`src/rtl/pwm_sar_adc_mc_pkg.sv`:
```
// Shared types and sizing helpers for the multi-channel PWM/RC SAR ADC.
// Pure declarations: no latency, no flow control.
package pwm_sar_pkg;

   typedef enum logic [2:0] {
      IDLE,
      SELECT,
      BIT,
      FINISH,
      EMIT,
      DONE
   } state_t;

   // Index width that never collapses to zero bits for one-entry ranges.
   function automatic int clog2_min1(input int n);
      return (n <= 2) ? 1 : $clog2(n);
   endfunction

   // Accumulator width that holds 2^avg_log2 full-scale codes without overflow.
   function automatic int acc_w(input int width, input int avg_log2);
      return width + avg_log2;
   endfunction

endpackage

```
`src/rtl/pwm_sar_adc_mc_if.sv`:
```
// Scan control and sample result bundle between the ADC and its consumer.
// Result port is valid-pulse only: the consumer must accept every sample_valid.
interface pwm_sar_adc_mc_if #(
   parameter int NUM_CH = 4,
   parameter int WIDTH  = 8
);
   import pwm_sar_pkg::*;

   localparam int CH_W = clog2_min1(NUM_CH);

   logic              start;
   logic              continuous;
   logic [NUM_CH-1:0] ch_mask;
   logic              busy;
   logic              sample_valid;
   logic [CH_W-1:0]   sample_ch;
   logic [WIDTH-1:0]  sample_code;
   logic              scan_done;

   modport master (
      output start, continuous, ch_mask,
      input  busy, sample_valid, sample_ch, sample_code, scan_done
   );

   modport slave (
      input  start, continuous, ch_mask,
      output busy, sample_valid, sample_ch, sample_code, scan_done
   );

endinterface

```
`src/rtl/pwm_sar_adc_mc_dac.sv`:
```
// Free-running PWM DAC: pwm_out high while counter < duty, one register of latency.
// No flow control; duty may change on any cycle.
module pwm_dac #(
   parameter int WIDTH = 8
) (
   input  logic             clk,
   input  logic             reset,
   input  logic [WIDTH-1:0] duty,
   output logic             pwm_out
);

   logic [WIDTH-1:0] cnt;

   always_ff @(posedge clk) begin
      if (reset) begin
         cnt     <= '0;
         pwm_out <= 1'b0;
      end else begin
         cnt     <= cnt + 1'b1;
         pwm_out <= (cnt < duty);
      end
   end

endmodule

```
`src/rtl/pwm_sar_adc_mc.sv`:
```
// Scans masked channels through one shared PWM DAC, averaging 2^AVG_LOG2 SAR conversions each.
// Per channel 2 + 2^AVG_LOG2*(WIDTH*SETTLE_CYCLES+1) cycles; start ignored while busy, no result backpressure.
module pwm_sar_adc_mc #(
   parameter int WIDTH         = 8,
   parameter int NUM_CH        = 4,
   parameter int SETTLE_CYCLES = 50000,
   parameter int AVG_LOG2      = 2
) (
   input  logic              clk,
   input  logic              reset,
   pwm_sar_adc_mc_if.slave   bus,
   input  logic [NUM_CH-1:0] comp_in,
   output logic              pwm_out
);
   import pwm_sar_pkg::*;

   localparam int CH_W  = clog2_min1(NUM_CH);
   localparam int ACC_W = acc_w(WIDTH, AVG_LOG2);
   localparam int BIT_W = clog2_min1(WIDTH);
   localparam int SET_W = clog2_min1(SETTLE_CYCLES);
   localparam int CNT_W = (AVG_LOG2 < 1) ? 1 : AVG_LOG2;

   localparam logic [WIDTH-1:0] MSB_ONLY    = {1'b1, {(WIDTH-1){1'b0}}};
   localparam logic [BIT_W-1:0] TOP_BIT     = BIT_W'(WIDTH - 1);
   localparam logic [SET_W-1:0] SETTLE_LAST = SET_W'(SETTLE_CYCLES - 1);
   localparam logic [CNT_W-1:0] CONV_LAST   = CNT_W'((1 << AVG_LOG2) - 1);

   state_t            state_q, state_d;
   logic [CH_W-1:0]   ch_q, ch_d;
   logic [NUM_CH-1:0] pending_q, pending_d;
   logic              cont_q, cont_d;
   logic [WIDTH-1:0]  trial_code, trial_d;
   logic [BIT_W-1:0]  bit_q, bit_d;
   logic [SET_W-1:0]  settle_q, settle_d;
   logic [CNT_W-1:0]  conv_q, conv_d;
   logic [ACC_W-1:0]  acc_q, acc_d;
   logic [WIDTH-1:0]  code_q, code_d;
   logic [CH_W-1:0]   samp_ch_q, samp_ch_d;

   logic              sel_found;
   logic [CH_W-1:0]   sel_ch;
   logic [ACC_W-1:0]  sum;

   always_ff @(posedge clk) begin
      if (reset) begin
         state_q    <= IDLE;
         ch_q       <= '0;
         pending_q  <= '0;
         cont_q     <= 1'b0;
         trial_code <= '0;
         bit_q      <= '0;
         settle_q   <= '0;
         conv_q     <= '0;
         acc_q      <= '0;
         code_q     <= '0;
         samp_ch_q  <= '0;
      end else begin
         state_q    <= state_d;
         ch_q       <= ch_d;
         pending_q  <= pending_d;
         cont_q     <= cont_d;
         trial_code <= trial_d;
         bit_q      <= bit_d;
         settle_q   <= settle_d;
         conv_q     <= conv_d;
         acc_q      <= acc_d;
         code_q     <= code_d;
         samp_ch_q  <= samp_ch_d;
      end
   end

   always_comb begin
      state_d   = state_q;
      ch_d      = ch_q;
      pending_d = pending_q;
      cont_d    = cont_q;
      trial_d   = trial_code;
      bit_d     = bit_q;
      settle_d  = settle_q;
      conv_d    = conv_q;
      acc_d     = acc_q;
      code_d    = code_q;
      samp_ch_d = samp_ch_q;

      // Descending scan so the lowest pending index wins.
      sel_found = 1'b0;
      sel_ch    = '0;
      for (int i = NUM_CH - 1; i >= 0; i--) begin
         if (pending_q[i]) begin
            sel_found = 1'b1;
            sel_ch    = CH_W'(i);
         end
      end

      sum = acc_q + ACC_W'(trial_code);

      case (state_q)
         IDLE: begin
            if (bus.start) begin
               pending_d = bus.ch_mask;
               cont_d    = bus.continuous;
               state_d   = SELECT;
            end
         end
         SELECT: begin
            if (sel_found) begin
               ch_d     = sel_ch;
               acc_d    = '0;
               conv_d   = '0;
               trial_d  = MSB_ONLY;
               bit_d    = TOP_BIT;
               settle_d = '0;
               state_d  = BIT;
            end else begin
               state_d  = DONE;
            end
         end
         BIT: begin
            if (settle_q == SETTLE_LAST) begin
               settle_d       = '0;
               trial_d[bit_q] = comp_in[ch_q];
               if (bit_q == '0) begin
                  state_d = FINISH;
               end else begin
                  trial_d[bit_q - 1'b1] = 1'b1;
                  bit_d                 = bit_q - 1'b1;
               end
            end else begin
               settle_d = settle_q + 1'b1;
            end
         end
         FINISH: begin
            acc_d = sum;
            if (conv_q != CONV_LAST) begin
               conv_d   = conv_q + 1'b1;
               trial_d  = MSB_ONLY;
               bit_d    = TOP_BIT;
               settle_d = '0;
               state_d  = BIT;
            end else begin
               // Result registers load here so they are already valid during EMIT.
               code_d    = WIDTH'(sum >> AVG_LOG2);
               samp_ch_d = ch_q;
               state_d   = EMIT;
            end
         end
         EMIT: begin
            pending_d[ch_q] = 1'b0;
            state_d         = SELECT;
         end
         DONE: begin
            if (cont_q && bus.continuous) begin
               pending_d = bus.ch_mask;
               state_d   = SELECT;
            end else begin
               state_d   = IDLE;
            end
         end
         default: state_d = IDLE;
      endcase
   end

   assign bus.busy         = (state_q != IDLE);
   assign bus.sample_valid = (state_q == EMIT);
   assign bus.scan_done    = (state_q == DONE);
   assign bus.sample_ch    = samp_ch_q;
   assign bus.sample_code  = code_q;

   pwm_dac #(.WIDTH(WIDTH)) u_dac (
      .clk     (clk),
      .reset   (reset),
      .duty    (trial_code),
      .pwm_out (pwm_out)
   );

endmodule

```
`src/flat_wrapper.sv`:
```
// flat-port wrapper written by rule: the top's interface ports become plain ports
module pwm_sar_adc_mc_flat import pwm_sar_pkg::*;
#(
   parameter int WIDTH         = 8,
   parameter int NUM_CH        = 4,
   parameter int SETTLE_CYCLES = 50000,
   parameter int AVG_LOG2      = 2
)
  (clk, reset, comp_in, pwm_out, bus_start, bus_continuous, bus_ch_mask, bus_busy, bus_sample_valid, bus_sample_ch, bus_sample_code, bus_scan_done);
  pwm_sar_adc_mc_if #(.NUM_CH(NUM_CH), .WIDTH(WIDTH)) bus_i ();
  input  logic clk;
  input  logic reset;
  input  logic [NUM_CH-1:0] comp_in;
  output logic pwm_out;
  input wire logic [$bits(bus_i.start)-1:0] bus_start;
  input wire logic [$bits(bus_i.continuous)-1:0] bus_continuous;
  input wire logic [$bits(bus_i.ch_mask)-1:0] bus_ch_mask;
  output wire logic [$bits(bus_i.busy)-1:0] bus_busy;
  output wire logic [$bits(bus_i.sample_valid)-1:0] bus_sample_valid;
  output wire logic [$bits(bus_i.sample_ch)-1:0] bus_sample_ch;
  output wire logic [$bits(bus_i.sample_code)-1:0] bus_sample_code;
  output wire logic [$bits(bus_i.scan_done)-1:0] bus_scan_done;
  assign bus_i.start = bus_start;
  assign bus_i.continuous = bus_continuous;
  assign bus_i.ch_mask = bus_ch_mask;
  assign bus_busy = bus_i.busy;
  assign bus_sample_valid = bus_i.sample_valid;
  assign bus_sample_ch = bus_i.sample_ch;
  assign bus_sample_code = bus_i.sample_code;
  assign bus_scan_done = bus_i.scan_done;
  pwm_sar_adc_mc #(.WIDTH(WIDTH), .NUM_CH(NUM_CH), .SETTLE_CYCLES(SETTLE_CYCLES), .AVG_LOG2(AVG_LOG2)) u_core (.clk(clk), .reset(reset), .bus(bus_i), .comp_in(comp_in), .pwm_out(pwm_out));
endmodule
```
`config.mk`:
```
export PLATFORM = sky130hd
export DESIGN_NAME = pwm_sar_adc_mc_flat
export DESIGN_NICKNAME = d
export VERILOG_FILES = /design/src/rtl/pwm_sar_adc_mc_pkg.sv /design/src/rtl/pwm_sar_adc_mc_if.sv /design/src/rtl/pwm_sar_adc_mc_dac.sv /design/src/rtl/pwm_sar_adc_mc.sv /design/src/flat_wrapper.sv
export SDC_FILE = /design/constraint.sdc
export NUM_CORES = 1
export LEC_CHECK = 0
export CAP_MARGIN = 20
export CORE_MARGIN = 5
export CORE_UTILIZATION = 40
export DETAILED_ROUTE_END_ITERATION = 7
export PLACE_DENSITY_LB_ADDON = 0.15
export SYNTH_ARGS = -nofsm -noshare
export SYNTH_HDL_FRONTEND = slang
export SYNTH_HIERARCHICAL = 1
export SYNTH_SLANG_ARGS = --single-unit
```
`constraint.sdc`:
```
create_clock -name clk -period 3.2 [get_ports clk]
set_clock_uncertainty 0.15 [all_clocks]
set_input_delay 0.48 -clock clk [delete_from_list [all_inputs] [get_ports clk]]
set_output_delay 0.48 -clock clk [all_outputs]
set_load 0.05 [all_outputs]
```
### Yosys cells after proc, flatten, opt, wreduce, memory -nomap -nowiden

Cells that the tools add are included.

* register bits after elaboration: 68
* bits of input ports: 12
* output and inout bits: 14
* word-level logic and storage cells: 109

* add/subtract/negate cells: 5
* multiplexer cells: 46
* magnitude comparators: 7
* bitwise logic cells: 4
* reduce and logical (&&, ||, !) cells: 20
* eq/ne operators: 14

Operators by type and width (count)
* $mux W16: 3
* $pmux W16 S3: 1
* $mux W8: 4
* $mux W3: 9
* $pmux W8 S3: 1
* $pmux W10 S2: 1
* $pmux W3 S6: 1
* $add A16 B1 Y16 const B: 1
* $eq A16 B16 Y1 const B: 1
* $mux W2: 6
* $pmux W4 S3: 1
* $reduce_and A3 Y1: 4
* $add A10 B8 Y10: 1
* $mux W10: 1
* $ne A2 B1 Y1 const B: 5
* $mux W1: 9
* $pmux W3 S3: 1
* $reduce_bool A3 Y1: 3
* $add A8 B1 Y8 const B: 1
* $bwmux W8: 1
* $lt A3 B4 Y1 const B: 2
* $lt A8 B8 Y1: 1
* $mux W4: 2
* $or A8 B8 Y8: 1
* 22 further kinds: 35

### Depth between registers and ports, before layout

* depth after elaboration: 9
* gate-level depth with buffers: 8
* mapped depth without buffers: 8

### By module

The synthesis kept the hierarchy.

Modules (own cells, without submodules)
* pwm_sar_adc_mc: instances 1, sequential area each 1181.1 um2, cells an instance 393, area an instance 3234.4 um2
* pwm_dac: instances 1, sequential area each 180.2 um2, cells an instance 56, area an instance 499.2 um2

### Worst setup path before layout

Ideal clock, no wire load.

* path type: reg-to-reg
* start: register u_core.trial_code[0]
* end: register u_core.acc_q[8]
* setup slack: 1.066 ns
* path buffers: 0
* clock period less this slack: 2.134 ns
* arrival time: 1.893 ns
* cell stages (with the launch flop): 9
* setup time: 0.091 ns
* required time: 2.959 ns
* cell sequence: dfxtp_1 ha_1 inv_1 fa_1 nor2b_1 o2111a_1 o31a_1 or2_2 a311oi_1

* cells in the longest elaborated chain, start to end: 2

Ends and longest elaborated chain
* from (decl): RTL line pwm_sar_adc_mc.sv:32 `logic [WIDTH-1:0] trial_code, trial_d;`
* from (signal assigned): RTL line pwm_sar_adc_mc.sv:62 `trial_code <= trial_d;`
* $add A10 B8 Y10: RTL line pwm_sar_adc_mc.sv:95 `sum = acc_q + ACC_W'(trial_code);`
* $pmux W10 S2: RTL line pwm_sar_adc_mc.sv:97 `case (state_q)`
* to (signal assigned): RTL line pwm_sar_adc_mc.sv:54 `acc_q <= '0;`
* to (signal assigned): RTL line pwm_sar_adc_mc.sv:66 `acc_q <= acc_d;`
* to (decl): RTL line pwm_sar_adc_mc.sv:36 `logic [ACC_W-1:0] acc_q, acc_d;`

No other way between the ends.
A chain may end at the register's enable or synchronous reset.

### Worst setup path after layout

* start: register u_core.state_q[2]
* end: output port bus_sample_valid

* cells in the longest elaborated chain, start to end: 1

Ends and longest elaborated chain
* from (decl): RTL line pwm_sar_adc_mc.sv:28 `state_t state_q, state_d;`
* from (signal assigned): RTL line pwm_sar_adc_mc.sv:58 `state_q <= state_d;`
* $eq A3 B3 Y1: RTL line pwm_sar_adc_mc.sv:164 `assign bus.sample_valid = (state_q == EMIT);`
* to (decl): RTL line flat_wrapper.sv:19 `output wire logic [$bits(bus_i.sample_valid)-1:0] bus_sample_valid;`

No other way between the ends.

==> results.sh <==
export IMPL_synth_nets=482
export IMPL_fin_nets=507
export IMPL_avgRoutedWirePerCell_um=14.7
export IMPL_grt_overflow=0
export IMPL_powerDensity_nw_per_um2=521
export IMPL_ys_seq_elements=68
export IMPL_critPathSlowestCell="clkdlybuf4s50_1"
export IMPL_initial_core_util=0.408
export IMPL_finalHoldViolations=0
export IMPL_slowest_delay_ns=0.81
export IMPL_final_antenna_net_count=0
export IMPL_insertion_delay_ns=0.33
export IMPL_dieArea_um2=11400
export IMPL_drcViolationCount=0
export IMPL_hpwl_um=6150
export IMPL_vias=3251
export IMPL_area_growth_pct=15.5
export IMPL_worstSetupStartpointType="flop"
export IMPL_path_buf_inv=2
export IMPL_drt_initial_drc_count=170
export IMPL_p_leak_nw=1.50
export IMPL_crit_start="u_core/state_q[2]"
export IMPL_cts_hold_buf=0
export IMPL_seq_area_frac_synth=0.365
export IMPL_cts_resized=0
export IMPL_irDropWorstVdd_uv=311
export IMPL_timing_slew_headroom=0.566
export IMPL_synth_top_cell_area_share=0.365
export IMPL_numCtsBuffers=9
export IMPL_core_um2=9150
export IMPL_drive_gt1_frac=0.0877
export IMPL_post_drt_via_cell_ratio=5.51
export IMPL_grtUsageTotal=0.159
export IMPL_fmax_mhz=346
export IMPL_grt_pass1_wl_um=14900
export IMPL_final_max_slew_viol_count=0
export IMPL_ioPinCount=26
export IMPL_port_buffers=25
export IMPL_setup_viol=0
export IMPL_critPathKind="reg2out"
export IMPL_cts_max_path_buffers=2
export IMPL_tightest_slew_ns=0.650
export IMPL_netlist_area_um2=3730
export IMPL_synthTopCellsByArea="dfxtp_1 (36%), ha_1 (6.7%), a21oi_1 (4.7%)"
export IMPL_die_h_um=107
export IMPL_rsz0062_at_grt="false"
export IMPL_fin_crit_ns=2.89
export IMPL_stdcell_count=590
export IMPL_drv_cap=0
export IMPL_yosys_warnings=6
export IMPL_pre_cts_ws_ns=0.655
export IMPL_cp_required_ns=2.57
export IMPL_crit_chain="or3b_2 -> inv_1 -> clkdlybuf4s50_1"
export IMPL_cpLargestDelayFamily="buffers and inverters"
export IMPL_placed_cells=574
export IMPL_worst_r2r_startpoint="u_core/bit_q[0]"
export IMPL_num_rows=35
export IMPL_outcome="completed"
export IMPL_synth_cell_types=64
export IMPL_synth_edff_count=0
export IMPL_htreeDepth=3
export IMPL_cts_tree="built"
export IMPL_synthFlopType="dfxtp_1"
export IMPL_post_cts_buffers=0
export IMPL_worstHoldStart="u_core/bus.sample_ch[0]"
export IMPL_root_buffer="clkbuf_8"
export IMPL_place_congestion=0.820
export IMPL_layout_setup_ws_ns=0.308
export IMPL_synth_top_cell_by_area="dfxtp_1"
export IMPL_grt_antenna_before_repair=0
export IMPL_worstSetupEndpointType="output pin"
export IMPL_fp_dieW_um=107
export IMPL_clkTransAtPathRegs_ns=0.07
export IMPL_netlist_instances=449
export IMPL_wl_um=8670
export IMPL_first_global_vias=3116
export IMPL_insertedDiodeCount=0
export IMPL_finalPower_mw=2.24
export IMPL_synthArstFlopShare=0
export IMPL_syn_area_per_cell_um2=8.32
export IMPL_grt_max_degree=40
export IMPL_worstPathMaxFanout=12
export IMPL_min_period_over_period=0.904
export IMPL_worst_endpoint_arrival_ns=2.26
export IMPL_cts_sinks=68
export IMPL_hp_class="reg2reg"
export IMPL_fillers=887
export IMPL_firstDrtPassIters=5
export IMPL_fin_tns_setup_ns=0
[final timing paths]
check	endpoint	slack [ns]	depth (start not counted)
max	bus_sample_valid	0.31	3
min	u_core/bus.sample_ch[0]	0.32	2
max reg2reg	u_core/trial_code[5]	0.61	7
min reg2reg	u_core/bus.sample_ch[0]	0.32	2
[registers in the layout (all words and copies together), names as in the netlist]
signal	cells
u_core/u_dac/pwm_out	1
u_core/trial_code	8
u_core/acc_q	10
u_core/bit_q	3
u_core/state_q	3
u_core/ch_q	2
u_core/u_dac/cnt	8
u_core/bus.sample_ch	2
u_core/settle_q	16
u_core/bus.sample_code	8
u_core/cont_q	1
u_core/pending_q	4
u_core/conv_q	2
[worst min-delay path, stage by stage (launching register included)]
cell and delay (ns):
dfxtp_1 0.32, nand2_1 0.05, a21oi_1 0.05
[layout by cell type, fill, tap and decap left out, drive strengths merged, types with 7 or more instances in the layout]
cell type,Yosys,layout
ha,20,20
nor2,43,43
nor2b,9,9
xor2,8,8
a21oi,35,35
nand3,26,26
nand2,43,43
dfxtp,68,68
or3,9,9
o21ai,26,26
xnor2,12,12
a211oi,7,7
inv,18,18
clkdlybuf4s50,0,25
nor3,16,16
clkbuf,12,10
[layer usage]
| metal | global-route usage | up-vias | wire length (um) |
|---|---|---|---|
| met4 | 0.0475 | 0 | 72 |
| met2 | 0.248 | 45 | 3950 |
| met3 | 0.0307 | 6 | 232 |
| met5 | 0 | - | 0 |
| met1 | 0.223 | 1516 | 4420 |
| li1 | - | 1684 | - |
[cell usage after synthesis, types with 4 or more instances]
library cell,instances
a211oi_1,7
a21oi_1,35
a22oi_1,5
a311oi_1,4
a31oi_1,4
and2_1,4
clkbuf_1,12
dfxtp_1,68
ha_1,20
inv_1,17
nand2_1,41
nand3_1,26
nand4_1,6
nor2_1,43
nor2b_1,9
nor3_1,16
o211ai_1,4
o21a_1,5
o21ai_0,24
o31ai_1,6
or2_2,4
or3_1,8
or4_1,4
xnor2_1,12
xor2_1,8
[logic make-up (layout without fill, tap and decap cells)]
logic type      after synthesis  in the layout  synth area share
compound gates              120            120             0.213
xor+xnor                     20             20            0.0469
fa+ha+maj                    21             21            0.0724
buf+inv                      33             63            0.0359
flops                        68             68             0.365
mux                           6              6            0.0201
simple gates                181            181             0.247
[area by class of cell]
class | count | area, um^2 | share of cell area
tap | 111 | 139 | 0.0322
clock buffer | 10 | 138 | 0.0319
sequential | 68 | 1360 | 0.316
timing repair buffer | 29 | 280 | 0.0650
multi-input combinational | 348 | 2240 | 0.519
inverter | 18 | 67.6 | 0.0157
clock inverter | 6 | 87.6 | 0.0203
[power breakdown]
| group | internal (mW) | total (mW) | switching, mW | leakage (nW) |
|---|---|---|---|---|
| clock | 0.459 | 0.791 | 0.333 | 0.105 |
| sequential | 0.889 | 0.964 | 0.0743 | 0.550 |
| combinational | 0.192 | 0.490 | 0.297 | 0.843 |
[per-stage QoR]
step            util  cell area, um^2  hold WS (ns)
3_5_place_dp   0.446             4090         0.301
2_1_floorplan      -             3730         0.292
6_report       0.471             4310         0.316
3_3_place_gp   0.446             4090         0.293
4_1_cts        0.471             4310         0.316
5_1_grt        0.471             4310         0.334
(Power assumes the default switching activity.)
